<file path="src/rtl/clk_div_monitor_if.sv">
// Signal bundle between the divided-clock source and clk_div_monitor.
// The source side (master) drives div_in. The monitor side (slave) drives the status outputs.
interface clk_div_monitor_if #(
  parameter int CNT_W = 13
) ();
  logic             div_in;
  logic             edge_stb;
  logic [CNT_W-1:0] period;
  logic             period_vld;
  logic             locked;
  logic             lost;

  modport master (output div_in, input edge_stb, period, period_vld, locked, lost);
  modport slave  (input div_in, output edge_stb, period, period_vld, locked, lost);
endinterface

</file>
<file path="src/rtl/clk_div_monitor.sv">
// Synchronizes a slow divided clock and measures each of its periods in clk cycles.
// Declares lock after a run of in-tolerance periods and flags loss of the clock on timeout.
module clk_div_monitor #(
  parameter int N        = 512,
  parameter int TOL      = 4,
  parameter int LOCK_CNT = 4,
  parameter int CNT_W    = 13
) (
  input  logic              clk,
  input  logic              rst_n,
  clk_div_monitor_if.slave  bus
);
  localparam int GOOD_W = $clog2(LOCK_CNT + 1);
  localparam logic [CNT_W-1:0]  CNT_MAX = '1;
  localparam logic [CNT_W-1:0]  LO      = (N > TOL) ? CNT_W'(N - TOL) : '0;
  localparam logic [CNT_W-1:0]  HI      = CNT_W'(N + TOL);
  localparam logic [CNT_W-1:0]  TMO     = CNT_W'(2 * N);
  localparam logic [GOOD_W-1:0] LOCK_G  = GOOD_W'(LOCK_CNT);

  typedef enum logic [1:0] {IDLE, MEAS, LOCKED} state_t;

  logic r_s1, r_s2, r_s3, r_rise;
  logic [CNT_W-1:0]  r_cnt;
  state_t            r_state, w_state_nxt;
  logic [GOOD_W-1:0] r_good, w_good_nxt, w_good_inc;
  logic              r_edge_stb, r_period_vld, r_locked, r_lost;
  logic [CNT_W-1:0]  r_period, w_period_nxt;
  logic              w_stb_nxt, w_vld_nxt, w_lost_nxt, w_ok;

  // Rise is registered once more so all decisions work from a clean one-cycle flag.
  always_ff @(posedge clk or negedge rst_n) begin
    if (!rst_n) begin
      r_s1   <= 1'b0;
      r_s2   <= 1'b0;
      r_s3   <= 1'b0;
      r_rise <= 1'b0;
      r_cnt  <= '0;
    end else begin
      r_s1   <= bus.div_in;
      r_s2   <= r_s1;
      r_s3   <= r_s2;
      r_rise <= r_s2 & ~r_s3;
      if (r_rise)                r_cnt <= CNT_W'(1);
      else if (r_cnt != CNT_MAX) r_cnt <= r_cnt + CNT_W'(1);
    end
  end

  assign w_ok       = (r_cnt >= LO) && (r_cnt <= HI) && (r_cnt != CNT_MAX);
  assign w_good_inc = r_good + GOOD_W'(1);

  always_comb begin
    w_state_nxt  = r_state;
    w_good_nxt   = r_good;
    w_stb_nxt    = 1'b0;
    w_vld_nxt    = 1'b0;
    w_period_nxt = r_period;
    w_lost_nxt   = r_lost;
    if (r_rise) begin
      w_stb_nxt  = 1'b1;
      w_lost_nxt = 1'b0;
      case (r_state)
        IDLE: begin
          w_state_nxt = MEAS;
          w_good_nxt  = '0;
        end
        MEAS: begin
          w_period_nxt = r_cnt;
          w_vld_nxt    = 1'b1;
          if (w_ok) begin
            w_good_nxt = w_good_inc;
            if (w_good_inc == LOCK_G) w_state_nxt = LOCKED;
          end else begin
            w_good_nxt = '0;
          end
        end
        LOCKED: begin
          w_period_nxt = r_cnt;
          w_vld_nxt    = 1'b1;
          if (!w_ok) begin
            w_state_nxt = MEAS;
            w_good_nxt  = '0;
          end
        end
        default: w_state_nxt = IDLE;
      endcase
    end else if (r_state != IDLE && r_cnt == TMO) begin
      // An edge in the same cycle takes priority, so a period of exactly 2N is measured.
      w_state_nxt = IDLE;
      w_good_nxt  = '0;
      w_lost_nxt  = 1'b1;
    end
  end

  always_ff @(posedge clk or negedge rst_n) begin
    if (!rst_n) begin
      r_state      <= IDLE;
      r_good       <= '0;
      r_edge_stb   <= 1'b0;
      r_period     <= '0;
      r_period_vld <= 1'b0;
      r_locked     <= 1'b0;
      r_lost       <= 1'b0;
    end else begin
      r_state      <= w_state_nxt;
      r_good       <= w_good_nxt;
      r_edge_stb   <= w_stb_nxt;
      r_period     <= w_period_nxt;
      r_period_vld <= w_vld_nxt;
      r_locked     <= (w_state_nxt == LOCKED);
      r_lost       <= w_lost_nxt;
    end
  end

  assign bus.edge_stb   = r_edge_stb;
  assign bus.period     = r_period;
  assign bus.period_vld = r_period_vld;
  assign bus.locked     = r_locked;
  assign bus.lost       = r_lost;
endmodule

</file>
<file path="src/flat_wrapper.sv">
// flat-port wrapper written by rule: the top's interface ports become plain ports
module clk_div_monitor_flat 
#(
  parameter int N        = 512,
  parameter int TOL      = 4,
  parameter int LOCK_CNT = 4,
  parameter int CNT_W    = 13
)
  (clk, rst_n, bus_div_in, bus_edge_stb, bus_period, bus_period_vld, bus_locked, bus_lost);
  clk_div_monitor_if #(.CNT_W(CNT_W)) bus_i ();
  input  logic clk;
  input  logic rst_n;
  input wire logic [$bits(bus_i.div_in)-1:0] bus_div_in;
  output wire logic [$bits(bus_i.edge_stb)-1:0] bus_edge_stb;
  output wire logic [$bits(bus_i.period)-1:0] bus_period;
  output wire logic [$bits(bus_i.period_vld)-1:0] bus_period_vld;
  output wire logic [$bits(bus_i.locked)-1:0] bus_locked;
  output wire logic [$bits(bus_i.lost)-1:0] bus_lost;
  assign bus_i.div_in = bus_div_in;
  assign bus_edge_stb = bus_i.edge_stb;
  assign bus_period = bus_i.period;
  assign bus_period_vld = bus_i.period_vld;
  assign bus_locked = bus_i.locked;
  assign bus_lost = bus_i.lost;
  clk_div_monitor #(.N(N), .TOL(TOL), .LOCK_CNT(LOCK_CNT), .CNT_W(CNT_W)) u_core (.clk(clk), .rst_n(rst_n), .bus(bus_i));
endmodule
</file>
<file path="config.mk">
export PLATFORM = sky130hd
export DESIGN_NAME = clk_div_monitor_flat
export DESIGN_NICKNAME = d
export VERILOG_FILES = /design/src/rtl/clk_div_monitor_if.sv /design/src/rtl/clk_div_monitor.sv /design/src/flat_wrapper.sv
export SDC_FILE = /design/constraint.sdc
export NUM_CORES = 1
export LEC_CHECK = 0
export BUFFER_PORTS_ARGS = -buffer_cell sky130_fd_sc_hd__buf_2
export CORE_MARGIN = 2
export CORE_UTILIZATION = 38
export CTS_CLUSTER_DIAMETER = 50
export DETAILED_ROUTE_END_ITERATION = 6
export PLACE_DENSITY = 0.56
export SLEW_MARGIN = 0
export SYNTH_ARGS = -nofsm -noshare
export SYNTH_HDL_FRONTEND = slang
export SYNTH_SLANG_ARGS = --single-unit
</file>
<file path="constraint.sdc">
create_clock -name clk -period 4.2 [get_ports clk]
set_input_delay 0.21 -clock clk [delete_from_list [all_inputs] [get_ports clk]]
set_output_delay 0.21 -clock clk [all_outputs]
set_load 0.02 [all_outputs]
</file>
======== Word level (Yosys, flattened, before mapping) ========
Index checks and enable logic that the tools add are counted.
storage, ports and cells
  register bits ........................... 39
  bits of input ports ..................... 3
  logic and storage cells ................. 54
cells by class
  add/sub/neg operators ................... 2
  $lt $le $gt $ge ......................... 2
  equal/unequal tests ..................... 8
  muxes and demuxes ....................... 18
  bitwise logic cells ..................... 2
  reductions and logical operators ........ 10
operator list
  kind                     count
  $mux W13                 2
  $add A13 B1 Y13 const B  1
  $eq A13 B11 Y1 const B   1
  $ge A13 B9 Y1 const B    1
  $le A13 B10 Y1 const B   1
  $ne A13 B13 Y1 const B   1
  $mux W3                  4
  $mux W2                  5
  $pmux W3 S3              1
  $pmux W2 S3              1
  $reduce_bool A2 Y1       3
  $mux W1                  5
  $eq A2 B2 Y1 const B     2
  $ne A4 B4 Y1 const B     1
  $add A3 B1 Y3 const B    1
  $eq A3 B3 Y1 const B     1
  $logic_and A1 B1 Y1      3
  $ne A3 B3 Y1 const B     1
  $reduce_and A3 Y1        1
  $eq A2 B1 Y1 const B     1
  $logic_not A2 Y1         1
  $reduce_and A2 Y1        1
  $reduce_or A2 Y1         1
  $and A1 B1 Y1            1
  $not A1 Y1               1

======== Depth between registers and ports, before layout ========
Gate-level depths: netlist of run 1.
  depth in word-level cells ............... 7
  mapped depth ............................ 7
  mapped depth without buffers ............ 7

======== Least setup slack after synthesis of run 1 ========
Ideal clock, no wire load.
  kind .................................... register to register
  start ................................... reg u_core.r_cnt[11]
  end ..................................... reg u_core.r_good[0]
  library setup time ...................... 0.065 ns
  arrival time ............................ 1.718 ns
  path slack .............................. 2.417 ns
  stages on the path, launching flop included .. 6
  buffers on the path ..................... 0
  clock period less this slack ............ 1.783 ns
  cells stage by stage .................... dfrtp_1 > or3_4 > or3b_1 > o32a_2 > nor4_2 > a211o_1
between the ends
  cells in the longest elaborated chain, start to end .. 6
  elaborated cells on any way between the ends .. 13
  those cells by class .................... order compare: 2; eq/ne: 3; mux: 3; reduce/logical: 5
ends and longest elaborated chain
  what                                                    line                    RTL
  start: declaration                                      clk_div_monitor.sv:23   logic [CNT_W-1:0] r_cnt;
  start signal: assignment                                clk_div_monitor.sv:44   else if (r_cnt != CNT_MAX) r_cnt <= r_cnt + CNT_W'(1);
  $ge A13 B9 Y1 / $le A13 B10 Y1 (equally long branches)  clk_div_monitor.sv:48   assign w_ok = (r_cnt >= LO) && (r_cnt <= HI) && (r_cnt != CNT_MAX);
  $logic_and A1 B1 Y1 (2 in series)                       clk_div_monitor.sv:48
  $mux W3                                                 clk_div_monitor.sv:69   if (w_ok) begin
  $pmux W3 S3                                             clk_div_monitor.sv:61   case (r_state)
  $mux W3                                                 clk_div_monitor.sv:58   if (r_rise) begin
  end signal: assignment                                  clk_div_monitor.sv:105  r_good <= w_good_nxt;
  end: declaration                                        clk_div_monitor.sv:25   logic [GOOD_W-1:0] r_good, w_good_nxt, w_good_inc;
Several ways; a longest one is shown, not always the timed one.
A chain may end at the register's enable or synchronous reset.

======== Worst setup path in the final report of run 1 ========
  start ................................... reg u_core.r_cnt[0]
  end ..................................... reg u_core.r_locked, in the netlist u_core.bus.locked
between the ends
  cells in the longest elaborated chain, start to end .. 7
  elaborated cells on any way between the ends .. 13
  those cells by class .................... order compare: 2; eq/ne: 3; mux: 5; reduce/logical: 3
ends and longest elaborated chain
  what                                                    line                                          RTL
  $ge A13 B9 Y1 / $le A13 B10 Y1 (equally long branches)  clk_div_monitor.sv:48
  $logic_and A1 B1 Y1 (2 in series)                       clk_div_monitor.sv:48
  $mux W2, on equally long branches                       clk_div_monitor.sv:79, clk_div_monitor.sv:69
  $pmux W2 S3                                             clk_div_monitor.sv:61
  $mux W2 (*)                                             clk_div_monitor.sv:58
  net u_core.w_state_nxt[0]                               clk_div_monitor.sv:24                         state_t r_state, w_state_nxt;
  $eq A2 B2 Y1 (*)                                        clk_div_monitor.sv:109                        r_locked <= (w_state_nxt == LOCKED);
  end signal: assignment                                  clk_div_monitor.sv:109
  end: declaration                                        clk_div_monitor.sv:26                         logic r_edge_stb, r_period_vld, r_locked, r_lost;
The timed path passes the listed nets; every way through them passes the cells marked *.

==> summary.md, run 1 <==
| Metric | Value |
|---|---|
| Outcome | finished, final reports clean |
| Max IR drop VDD | 0.204 mV |
| Multi-input gate area | 865 um2 |
| Relative slew slack | 0.435 |
| Crit Path Category | reg2reg |
| Post-cts sizing count | 0 |
| # H-tree levels | 2 |
| Tmin final | 2050 ps |
| Post-synth top area cell | dfrtp_1 |
| Reg clk slew, reported paths | 70 ps |
| Cells after Synth | 176 |
| Die height | 74.7 um |
| Total track usage | 0.153 |
| Synthesis-to-finish area growth | 13.2% |
| Vias post-DR | 1,376 |
| Synthesized area | 0.00190 mm2 |
| Largest net degree at the start of global routing | 40 |
| Worst Skew | 6.99 ps |
| Worst Max-Slew Pin Slew | 848 ps |
| Maximum capacitance violations | 0 |
| Layout cells sized above 1 | 0.213 |
| Final Hold Vio Count | 0 |
| Sequential fraction of the synthesis area | 0.514 |
| Clock Latency Late Sink | 280 ps |
| Flop-to-flop setup slack | 2150 ps |
| Seq cells post-synth | 39 |
| Initial antenna violation count | 0 |
| I/O pin count | 20 |
| Worst EP required | 4420 ps |
| Fillers | 463 |
| CP max FO | 4 |
| Wire length per cell | 14.1 um |
| First-pass GRT wire length | 6440 um |
| Vias in the first global route | 1,335 |
| Iter 0 DRT Violations | 48 |
| Final net count | 207 |
| Synth unique cells | 44 |
| DRT Wirelength | 3730 um |
| Diodes inserted | 0 |
| FMAX | 0.487 GHz |
| Synth Warn # | 0 |
| Hpwl dp | 2660 um |
| # clock sinks | 39 |
| Die Wd | 74.7 um |
| Startpoint Class | register |
| Number of detailed-route iterations in the first pass | 4 |
| CTS buffer count | 5 |
| Max stage delay on crit path | 420 ps |
| Ys flop type | dfrtp_1 |
| Clock Path Buffers | 2 |
| Drt drc | 0 |
| Final ANT Viol Nets | 0 |
| Hold_buf cts | 0 |
| Sequential cell area | 976 um2 |
| Synth top area cells | dfrtp_1 (51%), mux2_2 (6.5%), ha_1 (5.3%) |
| Most instantiated library cell after synthesis | dfrtp_1 |
| # setup viols final | 0 |
| Clock tree from TritonCTS | yes |
| Asr flop ratio synth | 1.00 |
| Core box area | 0.00479 mm2 |
| Delay-heaviest family, CP | simple AND/OR/NAND/NOR gates |
| Crit path cell chain | inv_1 -> ha_1 -> and2b_1 -> or3b_1 -> o32ai_1 -> o311ai_1 -> and2b_1 |
| Final Slew Violations | 0 |
| RSZ-0062 raised after global routing | false |
| HP Class | in2async |
| Pleak | 1.06 nW |
| Number of enable flip-flop cells after synthesis | 0 |
| Worst path most repeated cell | and2b_1 |
| CTS root buf | clkbuf_8 |
| Mean Syn Cell Area | 10.8 um2 |
| Power Density | 433 mW/mm2 |
| Slowest cell on the critical path | dfrtp_1 |
| Die area | 0.00558 mm2 |
| Vias per cell | 5.21 |
| Setup TNS | 0 ps |
| Global route total overflow | 0 |
| Final GP Congestion | 0.757 |
| Buf/Inv on CP | 1 |
| Syn nets | 187 |
| Post-route cell area | 0.00215 mm2 |
| Post-synth top cells | dfrtp_1 (39), nand2_1 (17), nor2_1 (15), mux2_2 (11) |
| Postcts setup bufs | 0 |
| Worst setup EP type | register |
| Yosys top cell area share | 0.514 |
| Initial core utilization | 0.397 |
| Port bufs | 19 |
| Placed Area | 0.00205 mm2 |
| Arrival time at the worst endpoint | 2270 ps |
| Final period util | 0.489 |
| Row count | 25 |
==> cell families (layout without fill, tap and decap cells) <==
group	after synthesis	count (layout)	synth area share
fa+ha+maj	8	8	0.0527
simple gates	68	68	0.190
buf+inv	14	35	0.0310
xor+xnor	9	9	0.0415
flops	39	39	0.514
mux	11	11	0.0652
compound gates	27	27	0.105
==> cell type report <==
cell class                      count  area share
Inverter                            8      0.0140
Multi-Input combinational cell    123       0.402
Timing Repair Buffer               19      0.0442
Tap cell                           67      0.0390
Sequential cell                    39       0.454
Clock buffer                        8      0.0466
==> flip-flops by register name (all words and copies together), names as in the netlist <==
signal,cells
u_core.r_s2,1
u_core.r_rise,1
u_core.r_s3,1
u_core.bus.locked,1
u_core.r_s1,1
u_core.r_good,3
u_core.bus.lost,1
u_core.r_cnt,13
u_core.bus.edge_stb,1
u_core.bus.period_vld,1
u_core.bus.period,13
u_core.r_state,2
==> layout by cell type, fill, tap and decap left out, types with 2 or more instances in the layout <==
cell type,n
a211oi_1,2
a21oi_1,4
a31oi_1,3
and2b_1,2
and3_1,5
and4_1,3
buf_2,19
clkbuf_8,7
dfrtp_1,39
ha_1,8
inv_1,8
mux2_2,11
nand2_1,17
nand2b_1,2
nand3_1,6
nand4_1,4
nor2_1,15
nor2b_1,2
nor3_1,4
o211ai_1,2
o21ai_0,3
o2bb2ai_1,2
xnor2_1,2
xor2_1,7
==> final timing paths <==
path                                                   from                               end  cells after the start
max in group asynchronous                             rst_n      u_core.r_good[0]$_DFFE_PN0P_                      1
min in group clk                                 bus_div_in             u_core.r_s1$_DFF_PN0_                      1
worst min-delay path                                  rst_n  u_core.bus.period[7]$_DFFE_PN0P_                      1
worst max-delay path            u_core.r_cnt[0]$_DFFE_PN0P_       u_core.bus.locked$_DFF_PN0_                      7
worst min register to register        u_core.r_s1$_DFF_PN0_             u_core.r_s2$_DFF_PN0_                      0
worst max register to register  u_core.r_cnt[0]$_DFFE_PN0P_       u_core.bus.locked$_DFF_PN0_                      7
==> power breakdown <==
part	internal [mW]	switching, mW
clock	0.150	0.117
sequential	0.418	0.0464
combinational	0.0762	0.123
total	0.644	0.287
==> through the flow <==
stage / std cells / hold slack [ps] / util / setup WS [ps] / power (mW)
2_1_floorplan: 176 / -85.6 / - / 2420 / 0.605
3_3_place_gp: 256 / 318 / 0.428 / 2210 / 0.663
3_5_place_dp: 256 / 319 / 0.428 / 2200 / 0.672
4_1_cts: 264 / 23.8 / 0.449 / 2170 / 0.944
5_1_grt: 264 / 20.1 / 0.449 / 2000 / 1.00
6_report: 264 / 32.2 / 0.449 / 2150 / 0.931
==> layer usage <==
metal	GRT usage	wire, um
met5	0	0
met1	0.211	1800
met4	0.0417	28
met3	0.0402	136
met2	0.240	1760
Note: power is estimated with default switching activity, not from simulation.
==> run 2, diff against run 1 <==
- clock period: 4.2 -> 1.9 ns (I/O delays scaled with it)
==> summary.md, run 2 (synthesized netlist as in run 1, its figures left out) <==
| Metric | Value |
|---|---|
| Outcome | finished, final reports clean |
| Pleak | 1.17 nW |
| Layout cells sized above 1 | 0.326 |
| CTS buffer count | 5 |
| First-pass GRT wire length | 7070 um |
| Vias per cell | 5.18 |
| Relative slew slack | 0.432 |
| Row count | 25 |
| Number of detailed-route iterations in the first pass | 4 |
| Vias in the first global route | 1,499 |
| Psw | 0.681 mW |
| # setup viols final | 0 |
| Final period util | 0.970 |
| Clock tree from TritonCTS | yes |
| Fin cells | 285 |
| Worst Skew | 3.43 ps |
| Reg-to-reg critical path endpoint | u_core.bus.locked$_DFF_PN0_ |
| Final Slew Violations | 0 |
| Total track usage | 0.167 |
| Arrival time at the worst endpoint | 2070 ps |
| Initial core utilization | 0.397 |
| Cell Int Power | 1.51 mW |
| Reg clk slew, reported paths | 70 ps |
| Setup TNS | 0 ps |
| Clock Path Buffers | 2 |
| DRT Wirelength | 4200 um |
| Largest net degree at the start of global routing | 40 |
| Crit Path Category | reg2reg |
| Iter 0 DRT Violations | 94 |
| Final ANT Viol Nets | 0 |
| Most frequent cells in the layout | dfrtp_1 (38), buf_2 (19), buf_4 (19), nand2_1 (17), nor2_1 (15) |
| Initial antenna violation count | 0 |
| Clk pwr share | 0.273 |
| Worst EP required | 2120 ps |
| Sw frac | 0.311 |
| Clock Latency Late Sink | 280 ps |
| Pwr Total | 2.19 mW |
| Die area | 0.00558 mm2 |
| Fillers | 455 |
| Final net count | 228 |
| CTS root buf | clkbuf_8 |
| Tmin final | 1840 ps |
| Combinational share of power | 0.268 |
| # placed instances | 271 |
| CP max FO | 3 |
| Flop-to-flop setup slack | 60 ps |
| Max IR drop VDD | 0.448 mV |
| Core box area | 0.00479 mm2 |
| Vias post-DR | 1,476 |
| Maximum capacitance violations | 0 |
| Final Hold Vio Count | 0 |
| Power Density | 926 mW/mm2 |
| Drt drc | 0 |
| Global route total overflow | 0 |
| I/O pin count | 20 |
| Final GP Congestion | 0.831 |
| Synthesis-to-finish area growth | 24.6% |
| Diodes inserted | 0 |
| # clock sinks | 39 |
| Hpwl dp | 2900 um |
| Worst setup EP type | register |
| Die Wd | 74.7 um |
| R2R cell count | 5 |
| Most common cell after layout, fill and taps aside | dfrtp_1 |
| Wire length per cell | 14.7 um |
| Hold Path Sink | u_core.r_s2$_DFF_PN0_ |
| R2r startpoint | u_core.r_cnt[11]$_DFFE_PN0P_ |
| Sequential group share of total power | 0.459 |
| Die height | 74.7 um |
| Port bufs | 19 |
| # H-tree levels | 2 |
| Hold path cells | 0 |
| Hold path startpoint | u_core.r_s1$_DFF_PN0_ |
| Startpoint Class | register |
| FMAX | 0.542 GHz |
| RSZ-0062 raised after global routing | true |
| Pre-CTS setup slack | 20.3 ps |
| HP Class | reg2reg |
| Fin worst setup slack | 56.4 ps |
| Worst Max-Slew Pin Slew | 851 ps |
[run 2: cell count changes in the layout (fill, tap and decap cells not counted), sizes merged]
| cell | delta |
|---|---|
| buf | +19 |
| dlygate4sd3 | +2 |
[run 2: layer usage]
metal  vias up  wire length [um]  global-route usage
met4         0                82              0.0635
li1        710                 -                   -
met2        31              2140               0.275
met3         8               136              0.0361
met5         -                 0                   0
met1       727              1840               0.216
[run 2: worst max path at each step]
stage	startpoint	to
floorplan	u_core.r_cnt[11]$_DFFE_PN0P_	u_core.r_good[0]$_DFFE_PN0P_
global placement	u_core.r_cnt[0]$_DFFE_PN0P_	u_core.r_good[0]$_DFFE_PN0P_
detailed placement	u_core.r_cnt[0]$_DFFE_PN0P_	u_core.bus.locked$_DFF_PN0_
CTS	u_core.r_cnt[0]$_DFFE_PN0P_	u_core.bus.locked$_DFF_PN0_
global route	u_core.r_cnt[1]$_DFFE_PN0P_	u_core.bus.locked$_DFF_PN0_
finish	u_core.r_cnt[11]$_DFFE_PN0P_	u_core.bus.locked$_DFF_PN0_
[run 2: what timing repair did]
item | CTS | global route
hold buffers | 2 | 0
buffers inserted | 0 | 4
endpoints found under the setup margin | 1 | 6
endpoints found under the hold margin | 40 | 0
pin swaps | 0 | 4
resized for setup | 0 | 12
[run 2: area by class of cell]
| class | count | area, um2 | area share |
|---|---|---|---|
| Inverter | 8 | 30.0 | 0.0127 |
| Tap cell | 67 | 83.8 | 0.0354 |
| Clock buffer | 8 | 100 | 0.0423 |
| Timing Repair Buffer | 40 | 258 | 0.109 |
| Sequential cell | 39 | 977 | 0.413 |
| Multi-Input combinational cell | 123 | 917 | 0.388 |
[run 2: power by group through the flow]
stage / clock (mW) / sequential, mW / combinational (mW)
2_1_floorplan: 0 / 1.06 / 0.278
3_5_place_dp: 0 / 1.01 / 0.520
3_3_place_gp: 0 / 1.01 / 0.512
6_report: 0.599 / 1.01 / 0.587
4_1_cts: 0.617 / 0.997 / 0.525
5_1_grt: 0.663 / 1.02 / 0.652
[run 2: metrics by stage]
stage | cell area (um2) | hold WS [ps] | utilization
6_report | 2370 | 352 | 0.494
5_1_grt | 2370 | 362 | 0.494
4_1_cts | 2280 | 355 | 0.477
3_5_place_dp | 2160 | 205 | 0.452
3_3_place_gp | 2160 | 203 | 0.452
2_1_floorplan | 1900 | -201 | -
[run 2: critical path, stage by stage (launching register included)]
cell	delay, ps
dfrtp_1	390
or3_4	420
or3b_4	400
o32ai_2	170
o311ai_1	180
and2b_1	220
==> run 3, diff against run 2 <==
- CTS_BUF_LIST: default -> sky130_fd_sc_hd__clkbuf_16
==> summary.md, run 3 (synthesized netlist as in run 1, its figures left out) <==
| Metric | Value |
|---|---|
| Iter 0 DRT Violations | 116 |
| # H-tree levels | 2 |
| Final ANT Viol Nets | 0 |
| Core box area | 0.00479 mm2 |
| # clock sinks | 39 |
| Fillers | 457 |
| # setup viols final | 0 |
| Clock tree from TritonCTS | yes |
| Global route total overflow | 0 |
| HP Class | reg2reg |
| Reg clk slew, reported paths | 50 ps |
| Diodes inserted | 0 |
| Largest net degree at the start of global routing | 40 |
| I/O pin count | 20 |
| Worst Skew | 2.67 ps |
| Worst setup path start | u_core.r_cnt[1]$_DFFE_PN0P_ |
| Placed Area | 0.00216 mm2 |
| Synthesis-to-finish area growth | 26.5% |
| Tmin final | 1830 ps |
| Final GP Congestion | 0.831 |
| Worst EP required | 2110 ps |
| First-pass GRT wire length | 7040 um |
| Worst Max-Slew Pin Slew | 851 ps |
| Crit Path Category | reg2reg |
| Die area | 0.00558 mm2 |
| FMAX | 0.547 GHz |
| Power Density | 981 mW/mm2 |
| # placed instances | 271 |
| Drt drc | 0 |
| Startpoint Class | register |
| Final Hold Vio Count | 0 |
| RSZ-0062 raised after global routing | true |
| Worst setup EP type | register |
| Max IR drop VDD | 0.532 mV |
| Port bufs | 19 |
| CTS root buf | clkbuf_16 |
| Fin cells | 285 |
| Total track usage | 0.168 |
| Most common cell after layout, fill and taps aside | dfrtp_1 |
| R2r startpoint | u_core.r_cnt[1]$_DFFE_PN0P_ |
| Vias per cell | 5.20 |
| Final Slew Violations | 0 |
| Maximum capacitance violations | 0 |
| Clock Path Buffers | 2 |
| Die Wd | 74.7 um |
| Relative slew slack | 0.433 |
| Vias in the first global route | 1,482 |
| Layout cells sized above 1 | 0.317 |
| Most frequent cells in the layout | dfrtp_1 (38), buf_2 (19), buf_4 (19), nand2_1 (17), nor2_1 (15) |
| CP max FO | 2 |
| Initial antenna violation count | 0 |
| Hpwl dp | 2900 um |
| Initial core utilization | 0.397 |
| Arrival time at the worst endpoint | 2040 ps |
| CTS buffer count | 5 |
| Row count | 25 |
| Pleak | 1.19 nW |
| Clock Latency Late Sink | 270 ps |
| DRT Wirelength | 4130 um |
| Hold path startpoint | u_core.r_s1$_DFF_PN0_ |
| Setup TNS | 0 ps |
| Final period util | 0.962 |
| Vias post-DR | 1,483 |
| Die height | 74.7 um |
| Pwr Total | 2.36 mW |
| Final net count | 228 |
| Number of detailed-route iterations in the first pass | 4 |
| Post-route cell area | 0.00240 mm2 |
| Wire length per cell | 14.5 um |
| Outcome | finished, final reports clean |
==> run 3: layer usage <==
| metal | vias to the layer above | wire, um | global-route usage |
|---|---|---|---|
| met2 | 22 | 2050 | 0.270 |
| li1 | 716 | - | - |
| met1 | 736 | 1850 | 0.220 |
| met5 | - | 0 | 0 |
| met4 | 0 | 99 | 0.0754 |
| met3 | 9 | 121 | 0.0321 |
==> run 3: area by class of cell <==
| type | count | area, um2 | area share |
|---|---|---|---|
| tap | 67 | 83.8 | 0.0349 |
| clock buffer | 5 | 125 | 0.0521 |
| clock inverter | 3 | 11.3 | 0.00469 |
| timing repair buffer | 40 | 258 | 0.107 |
| inverter | 8 | 30.0 | 0.0125 |
| multi-input combinational | 123 | 917 | 0.382 |
| sequential | 39 | 977 | 0.407 |
==> run 3: path summary, 6_finish.rpt <==
check / endpoint / slack, ps / cells after the start
worst max register to register: u_core.bus.locked$_DFF_PN0_ / 70 / 7
min in group asynchronous: u_core.bus.period_vld$_DFF_PN0_ / 470 / 2
worst min-delay path: u_core.r_s2$_DFF_PN0_ / 350 / 0
worst max-delay path: u_core.bus.locked$_DFF_PN0_ / 70 / 7
worst min register to register: u_core.r_s2$_DFF_PN0_ / 350 / 0
max in group asynchronous: u_core.r_cnt[2]$_DFFE_PN0P_ / 850 / 2
==> run 3: power breakdown <==
group | total [mW] | internal, mW | switching, mW
Sequential | 1.01 | 0.928 | 0.0798
Combinational | 0.588 | 0.254 | 0.334
Clock | 0.760 | 0.471 | 0.289
==> run 3: repair_timing <==
| action | 4_1_cts | 5_1_grt |
|---|---|---|
| buffers inserted | 0 | 4 |
| setup endpoints to repair | 0 | 6 |
| hold buffers | 2 | 0 |
| endpoints found under the hold margin | 40 | 0 |
| gates resized for setup | 0 | 12 |
==> run 3: worst max-delay path, stage by stage, from the launching register on <==
cell and delay (ps):
dfrtp_1 390, inv_2 70, ha_2 160, and2b_1 170, or3b_4 400, o32ai_2 180, o311ai_1 170, and2b_1 220
==> run 3: per-stage QoR <==
stage | worst slack, ps | hold WS (ps) | util
3_3_place_gp | 105 | 203 | 0.452
3_5_place_dp | 20.3 | 205 | 0.452
6_report | 71.3 | 348 | 0.502
4_1_cts | 2.14 | 350 | 0.484
2_1_floorplan | 117 | -201 | -
5_1_grt | -36.8 | 356 | 0.502
